File: src/rtl/mod4_pkg.sv
// Shared definitions for the mod-4 ones-count transmitter and checker.
package mod4_pkg;

  typedef enum logic [1:0] {
    ST_IDLE = 2'd0,
    ST_DATA = 2'd1,
    ST_PAD  = 2'd2
  } state_t;

  localparam int unsigned PAD_BITS   = 3;
  localparam int unsigned ONES_MAX_W = 64;

  // Count of 1s modulo 4; callers zero-extend narrower words to ONES_MAX_W.
  function automatic logic [1:0] ones_mod4(input logic [ONES_MAX_W-1:0] data);
    logic [1:0] cnt;
    cnt = 2'd0;
    for (int i = 0; i < int'(ONES_MAX_W); i++) begin
      cnt = cnt + 2'(data[i]);
    end
    return cnt;
  endfunction

endpackage

File: src/rtl/mod4_pad_tx_popcount.sv
// Combinational ones-count modulo 4 of a DATA_W-bit word (DATA_W <= 64).
module popcount_mod4 #(
  parameter int unsigned DATA_W = 8
) (
  input  logic [DATA_W-1:0] data,
  output logic [1:0]        ones_c
);
  import mod4_pkg::*;

  // Zero-extension leaves the count unchanged.
  assign ones_c = ones_mod4(ONES_MAX_W'(data));

endmodule

File: src/rtl/mod4_pad_tx.sv
// Serial transmitter: payload MSB-first, then a 3-bit trailer of k ones and
// (3-k) zeros so every frame carries a multiple of four 1s.
module mod4_pad_tx #(
  parameter int unsigned DATA_W = 8
) (
  input  logic              clk,
  input  logic              rst,
  input  logic              in_valid,
  input  logic [DATA_W-1:0] in_data,
  output logic              in_ready,
  output logic              tx_bit,
  output logic              tx_valid,
  output logic              tx_last,
  output logic              busy
);
  import mod4_pkg::*;

  localparam int unsigned CNT_W    = (DATA_W > 1) ? $clog2(DATA_W) : 1;
  localparam logic [CNT_W-1:0] BIT_LAST = CNT_W'(DATA_W - 1);
  localparam logic [1:0]       PAD_LAST = 2'(PAD_BITS - 1);

  state_t            state, state_d;
  logic [DATA_W-1:0] shreg, shreg_d;
  logic [CNT_W-1:0]  bit_cnt, bit_cnt_d;
  logic [1:0]        pad_cnt, pad_cnt_d;
  logic [1:0]        pad_k, pad_k_d;
  logic [1:0]        pad_nxt;
  logic [1:0]        ones_in;
  logic              tx_bit_d, tx_valid_d, tx_last_d, busy_d;
  logic              accept;

  popcount_mod4 #(.DATA_W(DATA_W)) u_popcount (
    .data   (in_data),
    .ones_c (ones_in)
  );

  // Ready in idle or on the final trailer bit so frames can abut.
  assign in_ready = !rst && ((state == ST_IDLE) ||
                             ((state == ST_PAD) && (pad_cnt == PAD_LAST)));
  assign accept   = in_valid && in_ready;
  assign pad_nxt  = pad_cnt + 2'd1;

  // State register.
  always_ff @(posedge clk or posedge rst) begin
    if (rst) state <= ST_IDLE;
    else     state <= state_d;
  end

  // Next-state, datapath and output decode; an accept overrides the frame end.
  always_comb begin
    state_d    = state;
    shreg_d    = shreg;
    bit_cnt_d  = bit_cnt;
    pad_cnt_d  = pad_cnt;
    pad_k_d    = pad_k;
    tx_bit_d   = 1'b0;
    tx_valid_d = 1'b0;
    tx_last_d  = 1'b0;
    case (state)
      ST_IDLE: ;
      ST_DATA: begin
        tx_valid_d = 1'b1;
        if (bit_cnt == BIT_LAST) begin
          state_d   = ST_PAD;
          bit_cnt_d = '0;
          pad_cnt_d = 2'd0;
          tx_bit_d  = (pad_k != 2'd0);
        end else begin
          bit_cnt_d = bit_cnt + CNT_W'(1);
          tx_bit_d  = shreg[DATA_W-1];
          shreg_d   = shreg << 1;
        end
      end
      ST_PAD: begin
        if (pad_cnt == PAD_LAST) begin
          state_d   = ST_IDLE;
          pad_cnt_d = 2'd0;
        end else begin
          pad_cnt_d  = pad_nxt;
          tx_valid_d = 1'b1;
          tx_bit_d   = (pad_nxt < pad_k);
          tx_last_d  = (pad_nxt == PAD_LAST);
        end
      end
      default: begin
        state_d   = ST_IDLE;
        shreg_d   = '0;
        bit_cnt_d = '0;
        pad_cnt_d = 2'd0;
        pad_k_d   = 2'd0;
      end
    endcase
    if (accept) begin
      state_d    = ST_DATA;
      shreg_d    = in_data << 1;
      bit_cnt_d  = '0;
      pad_cnt_d  = 2'd0;
      pad_k_d    = 2'd0 - ones_in;
      tx_bit_d   = in_data[DATA_W-1];
      tx_valid_d = 1'b1;
      tx_last_d  = 1'b0;
    end
    busy_d = (state_d != ST_IDLE);
  end

  // Datapath and registered outputs.
  always_ff @(posedge clk or posedge rst) begin
    if (rst) begin
      shreg    <= '0;
      bit_cnt  <= '0;
      pad_cnt  <= 2'd0;
      pad_k    <= 2'd0;
      tx_bit   <= 1'b0;
      tx_valid <= 1'b0;
      tx_last  <= 1'b0;
      busy     <= 1'b0;
    end else begin
      shreg    <= shreg_d;
      bit_cnt  <= bit_cnt_d;
      pad_cnt  <= pad_cnt_d;
      pad_k    <= pad_k_d;
      tx_bit   <= tx_bit_d;
      tx_valid <= tx_valid_d;
      tx_last  <= tx_last_d;
      busy     <= busy_d;
    end
  end

endmodule
File: config.mk
export PLATFORM = sky130hd
export DESIGN_NAME = mod4_pad_tx
export DESIGN_NICKNAME = d
export VERILOG_FILES = /design/src/rtl/mod4_pkg.sv /design/src/rtl/mod4_pad_tx_popcount.sv /design/src/rtl/mod4_pad_tx.sv
export SDC_FILE = /design/constraint.sdc
export NUM_CORES = 1
export LEC_CHECK = 0
export CAP_MARGIN = 30
export CORE_UTILIZATION = 30
export DETAILED_ROUTE_END_ITERATION = 8
export SYNTH_ARGS = -nofsm -noshare
export SYNTH_HDL_FRONTEND = slang
export SYNTH_SLANG_ARGS = --single-unit
export TNS_END_PERCENT = 50
File: constraint.sdc
create_clock -name clk -period 2.21 [get_ports clk]
set_input_delay 0.442 -clock clk [delete_from_list [all_inputs] [get_ports clk]]
set_output_delay 0.442 -clock clk [all_outputs]
set_load 0.01 [all_outputs]
# Word level (Yosys, flattened, before mapping)
# Cells that the tools add are included.
# word_totals
out_inout_bits	5
regBits	21
input_bits	11
# classes
mux	26
n_reduce_logical	12
addsub	10
n_eq_ne	10
order_cmp	1
# op_table
op	n
2-bit 2-to-1 mux	8
8-bit 2-to-1 mux	2
8-bit one-hot mux with 2 select lines	1
2-bit by 1-bit adder with 2-bit output	6
2-bit one-hot mux with 3 select lines	2
1-bit 2-to-1 mux	8
2-bit == test (second input constant)	3
3-bit 2-to-1 mux	2
3-bit inequality test (second input constant)	2
3-bit one-hot mux with 2 select lines	1
2-bit by 1-bit inequality test with 1-bit output (second input constant)	2
1-bit one-hot mux with 2 select lines	2
2-bit AND reduction	2
2-bit nonzero test	2
3-bit by 1-bit adder with 3-bit output (second input constant)	1
3-bit == test (second input constant)	1
1-bit logical AND	3
3-bit OR reduction	1
1-bit by 1-bit adder with 2-bit output	1
2-bit by 1-bit adder with 2-bit output (second input constant)	1
2-bit by 1-bit == test with 1-bit output (second input constant)	1
2-bit logical NOT	1
2-bit < comparator	1
2-bit inequality test (second input constant)	1
4 further kinds	4

# Logic depth before layout (Yosys ltp)
# Gate-level depths: netlist of the first run.
# depth
ltp_word	9
mapped_depth	11
depth_no_buf	11

# Cells and area by module
# From an unflattened synthesis of the first run, not the netlist that was laid out.
# hier_totals
cells_unflattened	132
area_unflattened_um2	1295.0
# by_module_without_submodules
module	instances	cells_each	area_each_um2
mod4_pad_tx	1	117	1166.1
popcount_mod4	1	15	128.9

# Worst setup path before layout of the first run
# OpenSTA, ideal clock, no wires.
# synth_path
path_kind	input to register
start	input in_data[1]
end	register pad_k[1]
arrival_ns	2.203
path_stages	11
t_required_ns	2.115
setup_slack_ns	-0.089
path_cell_list	inv_1 > fa_1 > inv_1 > ha_1 > ha_1 > inv_1 > ha_1 > xnor2_1 > xnor2_1 > nand2_1 > o31ai_1
# synth_via
elab_chain_len	9
# synth_rtl
element	line	source
from (decl)	mod4_pad_tx.sv:9	input logic [DATA_W-1:0] in_data,
1-bit by 1-bit adder with 2-bit output	mod4_pkg.sv:18	cnt = cnt + 2'(data[i]);
2-bit by 1-bit adder with 2-bit output (6 in a row)	mod4_pkg.sv:18	
1-bit by 2-bit subtractor with 2-bit output	mod4_pad_tx.sv:98	pad_k_d = 2'd0 - ones_in;
2-bit 2-to-1 mux	mod4_pad_tx.sv:93	if (accept) begin
to (signal assigned)	mod4_pad_tx.sv:121	pad_k <= pad_k_d;
to (decl)	mod4_pad_tx.sv:26	logic [1:0] pad_k, pad_k_d;
# Every way passes these cells.
# A chain may end at the register's enable or synchronous reset.

# Worst setup path in the final report of the first run
# layout_path
start	input in_data[7]
end	register pad_k[1]
# layout_via
elab_chain_len	3
# layout_rtl
element	line
2-bit by 1-bit adder with 2-bit output	mod4_pkg.sv:18
1-bit by 2-bit subtractor with 2-bit output	mod4_pad_tx.sv:98
2-bit 2-to-1 mux	mod4_pad_tx.sv:93
# Every way passes these cells.

==> results of run 1 <==
==> through the flow <==
step | utilization (%) | total power [W] | std cells | setup slack [ns] | hold WS (ns)
finish | 39.7 | 0.00147 | 202 | 0.0824 | 0.428
detailed placement | 38.1 | 0.00120 | 198 | -0.727 | 0.524
global placement | 38.1 | 0.00117 | 198 | -0.651 | 0.489
global route | 39.7 | 0.00159 | 202 | 0.00103 | 0.441
CTS | 39.7 | 0.00146 | 201 | 0.0103 | 0.543
floorplan | - | 0.00101 | 128 | -0.0159 | 0.406
==> kinds of logic after synthesis <==
group                      synth area share, %
AOI/OAI and AO/OA                         18.6
xor gates and xnor gates                  3.13
DFF                                       39.1
adders and majority gates                 16.8
and+or+nand+nor                           13.8
buffers and inverters                     8.60
==> power groups by stage <==
stage | Sequential (W) | Clock [W] | Combinational, W
after CTS | 0.000549 | 0.000246 | 0.000663
after detailed placement | 0.000555 | 0 | 0.000648
after floorplan | 0.000550 | 0 | 0.000461
after global placement | 0.000548 | 0 | 0.000619
after global routing | 0.000563 | 0.000263 | 0.000765
final | 0.000550 | 0.000243 | 0.000678
==> cell usage after synthesis (2+ instances only) <==
cell	count
dfrtp_1	20
inv_1	16
ha_1	14
nand2_1	13
o21ai_0	13
a21oi_1	9
nor2_1	5
buf_6	4
nand3_1	4
a221oi_1	3
nand2b_1	3
fa_1	2
o31ai_1	2
xnor2_1	2
==> area by class of cell <==
type	instances	area, um2
well taps	50	62.6
inverters	16	67.6
multi-input cells	87	719
flip-flops and latches	20	500
clock buffers	3	41.3
fillers	389	2450
repair buffers	26	220
==> repair_timing <==
item,in CTS,in global routing
pin swaps,5,7
setup endpoints to repair,3,1
gates resized for setup,18,14
buffers inserted,0,1
==> routing by layer <==
layer	vias to the layer above	routed length, um	GRT usage [%]
met5	-	0	0
met2	19	1330	25.4
li1	488	-	-
met1	462	1180	17.5
met4	0	48	5.85
met3	5	65	1.52
==> worst paths after layout <==
check | startpoint | endpoint | slack (ns) | cells after the start
min reg2reg | shreg[2] | shreg[3] | 0.53 | 1
max | in_data[7] | pad_k[1] | 0.08 | 12
max in group asynchronous | rst | pad_k[1] | 1.12 | 4
min in group asynchronous | rst | bit_cnt[1] | 0.61 | 3
min | in_data[7] | tx_bit | 0.43 | 3
max reg2reg | state[0] | shreg[3] | 0.39 | 7
==> flip-flops by register name, summed over array words and instances (netlist names) <==
name	flops
bit_cnt	3
busy	1
pad_cnt	2
pad_k	2
shreg	7
state	2
tx_bit	1
tx_last	1
tx_valid	1
==> worst register-to-register path, stage by stage (launching register included) <==
cell and delay (ns):
dfrtp_1 0.41, inv_1 0.09, ha_1 0.24, buf_4 0.18
a211o_1 0.37, nand2_1 0.12, nor2_2 0.04, a221o_1 0.26
==> impl_metrics.yaml, run 1 <==
clocking:
  cts_buffers: 3
  htree_levels: 1
  cts_max_path_buffers: 2
  tritoncts: "built"
  hold_buffers: 0
  clock-sinks: 20
  path_clk_slew_ns: 0.07
  clk_latency_ns: 0.26
  cts_root_buf: "clkbuf_8"
place:
  dpl_cell_area_um2: 1550
  dp_hpwl_um: 1970
  gp_congestion: 0.767
  portBuffers: 15
yosys:
  syn_area_per_cell_um2: 10.0
  yosys_register_bits: 20
  synth_top_cell_by_area: "dfrtp_1"
  yosysSeqAreaShare_pct: 39.1
  synth.distinct_cells: 32
  synth_top_area_share_pct: 39.1
  yosysWarnings: 0
  syn-cell-area_um2: 1280
  synth.area.top_cells: "dfrtp_1 39%, ha_1 14%, o21ai_0 5.1%"
  syn-instance-count: 128
  synth_edf_count: 0
  synthFlopType: "dfrtp_1"
  syn_nets: 155
  synthArstFlopShare_pct: 100
floorplan:
  io_pins: 16
  die_x_um: 67.3
  dieArea_um2: 4530
  fp.coreArea_um2: 4060
  fp-row-count: 23
  initial_core_util_pct: 31.5
  die_h_um: 67.3
critical_path:
  path_buf_inv: 4
  end_kind: "flop"
  crit_type: "primary input to flop"
  path_delay_family: "adder cells"
  slowest_stage: "fa_1"
  worstPathArrival_ns: 2.30
  path_cells: "buf_6 > inv_8 > fa_1 > inv_2 > ha_4 > ha_4 > inv_2 > ha_4 > xnor2_2 > xnor2_1 > nand2_1 > o31ai_2"
  cp.required_ns: 2.38
  worstSetupStartpointType: "primary input"
  max_stage_delay_ns: 0.54
  crit_fanout: 2
  crit_top_cell: "ha_4"
pwr:
  p_comb_share_pct: 46.1
  p_clk_share_pct: 16.5
  p_seq_share_pct: 37.4
  powerDensity_nw_per_um2: 913
  ir_worst_vdd_uv: 378
  internal_power_w: 0.000928
  p_sw_w: 0.000543
  sw_frac_of_total_pct: 36.9
  cellLeakagePower_nw: 0.753
global_route:
  grt_max_degree: 27
  grt_pass1_vias: 1052
  grt_usage_pct: 14.3
  grt_pass1_wl_um: 4800
  gr-total-overflow: 0
  antenna_found_initial: 0
timing:
  min_period_over_period_pct: 96.3
  final.min_clock_period_ns: 2.13
  clock_skew_ns: 0.00211
  relSlewSlack_pct: 79.6
  final-setup-viol-count: 0
  slew_violations: 0
  clock.fmax_mhz: 470
  setup_tns_ns: 0
  tightest_slew_ns: 0.305
  hold_violations: 0
  rsz0062_at_grt: "false"
routing:
  vias: 974
  drc: 0
  vias_per_cell: 4.82
  first_pass_iters: 4
  wire_per_inst_um: 13.0
  drt_iter0_markers: 28
  wl_um: 2630
  ant_nets: 0
job:
  max-cap-violations: 0
final_layout:
  drive_above_1_share_pct: 27.0
  stdcell_area_um2: 1610
  fin_nets: 181
  diodes: 0
  area_growth_pct: 25.9
  layout_common_cells: "20 x dfrtp_1, 13 x nand2_1, 13 x o21ai_0, 11 x ha_1, 10 x buf_4"
  final_common_cell: "dfrtp_1"
status:
  outcome: "finished, final reports clean"
min_path:
  min_path_type: "primary input to flop"
(Power assumes the default switching activity.)
==> inputs of run 2 (changes only) <==
clock period = 2.3 ns   (was 2.21 ns; I/O delays follow)
==> impl_metrics.yaml, run 2 (synthesis results as in run 1) <==
timing:
  clock.fmax_mhz: 452
  final.min_clock_period_ns: 2.21
  clock_skew_ns: 0.00593
  rsz0062_at_grt: "false"
  final-setup-viol-count: 0
  min_period_over_period_pct: 96.3
  relSlewSlack_pct: 70.6
  slew_violations: 0
  tightest_slew_ns: 0.441
  hold_violations: 0
critical_path:
  crit_fanout: 2
  path_cells: "clkdlybuf4s15_1 > inv_2 > fa_1 > inv_1 > ha_1 > ha_1 > inv_1 > ha_2 > xnor2_2 > xnor2_1 > nand2_1 > o31ai_2"
  cp.required_ns: 2.44
  worstPathArrival_ns: 2.36
  path_buf_inv: 4
  worstSetupStartpointType: "primary input"
  max_stage_delay_ns: 0.47
  ff2ff_path_depth: 7
  reg2reg_to: "shreg[3]"
  path_delay_family: "adder cells"
  reg2reg_from: "state[0]"
  crit_type: "primary input to flop"
  ff2ff_setup_slack_ns: 0.49
  end_kind: "flop"
  slowest_stage: "fa_1"
routing:
  first_pass_iters: 4
  ant_nets: 0
  vias: 953
  vias_per_cell: 4.65
  wire_per_inst_um: 12.0
  wl_um: 2460
  drc: 0
  drt_iter0_markers: 22
floorplan:
  fp.coreArea_um2: 4060
  initial_core_util_pct: 31.5
  die_x_um: 67.3
  fp-row-count: 23
  io_pins: 16
  die_h_um: 67.3
  dieArea_um2: 4530
pwr:
  p_seq_share_pct: 37.4
  ir_worst_vdd_uv: 361
  p_clk_share_pct: 19.4
  sw_frac_of_total_pct: 35.6
  p_total_w: 0.00141
  p_sw_w: 0.000502
  internal_power_w: 0.000907
  cellLeakagePower_nw: 0.774
  powerDensity_nw_per_um2: 885
  p_comb_share_pct: 43.2
global_route:
  gr-total-overflow: 0
  grt_usage_pct: 12.7
  grt_pass1_vias: 942
  antenna_found_initial: 0
  grt_pass1_wl_um: 4240
  grt_max_degree: 12
final_layout:
  final_common_cell: "dfrtp_1"
  largest-register: "shreg"
  final_core_utilization_pct: 39.2
  area_growth_pct: 24.2
  diodes: 0
  drive_above_1_share_pct: 25.2
  layout_common_cells: "20 x dfrtp_1, 13 x nand2_1, 13 x o21ai_0, 13 x buf_4, 12 x ha_1"
  fin_nets: 183
  largest_reg_flops: 7
  largestRegisters: "shreg: 7 flops, bit_cnt: 3 flops"
clocking:
  clock-sinks: 20
  clk_latency_ns: 0.26
  cts_max_path_buffers: 2
  cts_buffers: 3
  tritoncts: "built"
  cts_root_buf: "clkbuf_8"
  path_clk_slew_ns: 0.08
  hold_buffers: 0
  htree_levels: 1
min_path:
  whs_path_depth: 3
  hold_path_end: "tx_bit"
  hold_path.startpoint: "in_data[7]"
  min_path_type: "primary input to flop"
status:
  outcome: "finished, final reports clean"
job:
  max-cap-violations: 0
place:
  dp_hpwl_um: 1980
  gp_congestion: 0.806
  portBuffers: 15
[run 2: tightest hold or removal path, cell delays in order]
cell      delay [ns]
clkbuf_2        0.10
nand2_1         0.04
o21ai_0         0.07
[run 2: per-layer routing]
layer  routed length, um  track usage (%)  vias up
li1                    -                -      490
met1                1140             14.9      446
met2                1220             22.3       13
met3                  57             2.36        4
met4                  49             5.59        0
met5                   0                0        -
[run 2: area by class of cell]
| cell class | instances | area [um2] |
|---|---|---|
| timing repair buffer | 28 | 225 |
| inverter | 16 | 60.1 |
| multi-input combinational | 87 | 687 |
| fill | 379 | 2470 |
| clock buffer | 4 | 55.1 |
| tap | 50 | 62.6 |
| sequential | 20 | 500 |
[run 2: power groups by stage]
stage | combinational [W] | clock, W | sequential (W)
final | 0.000608 | 0.000274 | 0.000527
after global placement | 0.000588 | 0 | 0.000527
after global routing | 0.000693 | 0.000296 | 0.000539
after detailed placement | 0.000607 | 0 | 0.000534
after floorplan | 0.000436 | 0 | 0.000528
after CTS | 0.000614 | 0.000276 | 0.000527
[run 2: metrics by stage]
stage | hold slack, ns | setup slack, ns | setup TNS, ns | cell area [um2] | instances
floorplan | 0.424 | 0.000545 | 0 | 1280 | 128
global placement | 0.495 | -0.526 | -0.883 | 1530 | 200
detailed placement | 0.526 | -0.559 | -0.947 | 1530 | 200
CTS | 0.532 | 0.00493 | 0 | 1590 | 204
global route | 0.477 | 0.00329 | 0 | 1590 | 205
finish | 0.442 | 0.0857 | 0 | 1590 | 205
[run 2: worst max path at each step]
stage	startpoint	to	slack [ns]	depth (start not counted)
floorplan	in_data[1]	pad_k[1]	0.0005	11
global placement	in_data[1]	pad_k[1]	-0.53	12
detailed placement	in_data[4]	pad_k[1]	-0.56	12
CTS	in_data[7]	pad_k[1]	0.005	12
global route	in_data[1]	pad_k[1]	0.003	12
finish	in_data[1]	pad_k[1]	0.09	12
[run 2: repair_timing]
action / 4_1_cts / 5_1_grt
endpoints found under the setup margin: 2 / 2
resized for setup: 13 / 15
pin swaps: 6 / 8
setup buffers: 0 / 1
==> inputs of run 3 (changes only) <==
SKIP_LAST_GASP = 1   (was default)
==> impl_metrics.yaml, run 3 (synthesis results as in run 1) <==
critical_path:
  slowest_stage: "fa_1"
  end_kind: "flop"
  path_delay_family: "adder cells"
  reg2reg_from: "state[0]"
  crit_path_start: "in_data[1]"
  path_cells: "clkdlybuf4s15_1 > inv_2 > fa_1 > inv_1 > ha_1 > ha_1 > inv_1 > ha_2 > xnor2_2 > xnor2_1 > nand2_1 > o31ai_2"
  crit_type: "primary input to flop"
  max_stage_delay_ns: 0.47
  worstSetupStartpointType: "primary input"
  worstPathArrival_ns: 2.36
  cp.required_ns: 2.44
  crit_fanout: 2
  path_buf_inv: 4
place:
  gp_congestion: 0.806
  dpl_cell_area_um2: 1530
  dp_hpwl_um: 1980
  dpl.cell_count: 200
  portBuffers: 15
clocking:
  htree_levels: 1
  clock-sinks: 20
  cts_max_path_buffers: 2
  path_clk_slew_ns: 0.08
  tritoncts: "built"
  hold_buffers: 0
  cts_root_buf: "clkbuf_8"
  cts_buffers: 3
  clk_latency_ns: 0.26
timing:
  tightest_slew_ns: 0.441
  rsz0062_at_grt: "true"
  setup_tns_ns: 0
  clock.fmax_mhz: 452
  slew_violations: 0
  min_period_over_period_pct: 96.3
  final-setup-viol-count: 0
  hold_violations: 0
  clock_skew_ns: 0.00593
  relSlewSlack_pct: 70.6
  final.min_clock_period_ns: 2.21
final_layout:
  final_common_cell: "dfrtp_1"
  final_core_utilization_pct: 39.3
  largest_reg_flops: 7
  layout_common_cells: "20 x dfrtp_1, 13 x nand2_1, 13 x o21ai_0, 13 x buf_4, 12 x ha_1"
  seq_area_um2: 500
  fin_nets: 183
  stdcell_area_um2: 1600
  largestRegisters: "shreg: 7 flops, bit_cnt: 3 flops"
  multi_input_comb_area_um2: 687
  n_fill_cell: 378
  diodes: 0
  largest-register: "shreg"
  drive_above_1_share_pct: 24.5
  final_cells: 205
  area_growth_pct: 24.6
routing:
  wl_um: 2460
  drc: 0
  ant_nets: 0
  vias_per_cell: 4.65
  drt_iter0_markers: 22
  first_pass_iters: 4
  vias: 953
  wire_per_inst_um: 12.0
floorplan:
  io_pins: 16
  fp.coreArea_um2: 4060
  dieArea_um2: 4530
  initial_core_util_pct: 31.5
  die_x_um: 67.3
  die_h_um: 67.3
  fp-row-count: 23
global_route:
  gr-total-overflow: 0
  grt_max_degree: 12
  grt_pass1_wl_um: 4240
  antenna_found_initial: 0
  grt_pass1_vias: 942
  grt_usage_pct: 12.7
job:
  max-cap-violations: 0
pwr:
  ir_worst_vdd_uv: 361
  powerDensity_nw_per_um2: 883
  cellLeakagePower_nw: 0.774
  p_total_w: 0.00141
status:
  outcome: "finished, final reports clean"
min_path:
  min_path_type: "primary input to flop"
  hold_path.startpoint: "in_data[7]"
run 3: changes by cell type in the layout (fill, tap and decap cells not counted):
cell	previous run	this run
clkdlybuf4s15_1	1	2
clkbuf_2	5	4
run 3: final timing paths:
kind                         endpoint  slack [ns]  depth (start not counted)
max reg2reg                  shreg[3]        0.49                          7
min reg2reg                  shreg[3]        0.53                          1
min                            tx_bit        0.44                          3
min in group asynchronous    tx_valid        0.62                          3
max                          pad_k[1]        0.09                         12
max in group asynchronous  bit_cnt[0]        1.53                          3
run 3: metrics by stage:
step                      setup WS (ns)  hold WS, ns
after floorplan                0.000545        0.424
after global placement           -0.526        0.495
after detailed placement         -0.559        0.526
after CTS                       0.00493        0.532
after global routing            -0.0135        0.477
final                            0.0857        0.442
run 3: layout make-up:
| cell class | count | area share, % |
|---|---|---|
| multi-input combinational | 87 | 43.1 |
| sequential | 20 | 31.4 |
| timing repair buffer | 28 | 14.4 |
| tap | 50 | 3.92 |
| inverter | 16 | 3.76 |
| clock buffer | 4 | 3.45 |
run 3: timing repair:
item,4_1_cts,5_1_grt
setup buffers,0,1
pin swaps,6,8
endpoints found under the setup margin,2,2
resized for setup,13,14
run 3: where the power goes:
group	leakage, nW	total (W)	internal (W)	switching, W
Clock	0.0288	0.000274	0.000152	0.000121
Sequential	0.262	0.000527	0.000462	0.0000645
Combinational	0.484	0.000608	0.000293	0.000316
run 3: worst register-to-register path: cells and delay by family (launching register included):
kind,cells,cell delay (ns)
buffers and inverters,2,0.26
AOI/OAI and AO/OA,2,0.63
DFF,1,0.42
adders and majority gates,1,0.24
and+or+nand+nor,2,0.15
run 3: routing by layer:
metal  global-route usage [%]  vias to the layer above  routed length (um)
li1                         -                      490                   -
met1                     14.9                      446                1140
met2                     22.3                       13                1220
met3                     2.36                        4                  57
met4                     5.59                        0                  49
met5                        0                        -                   0
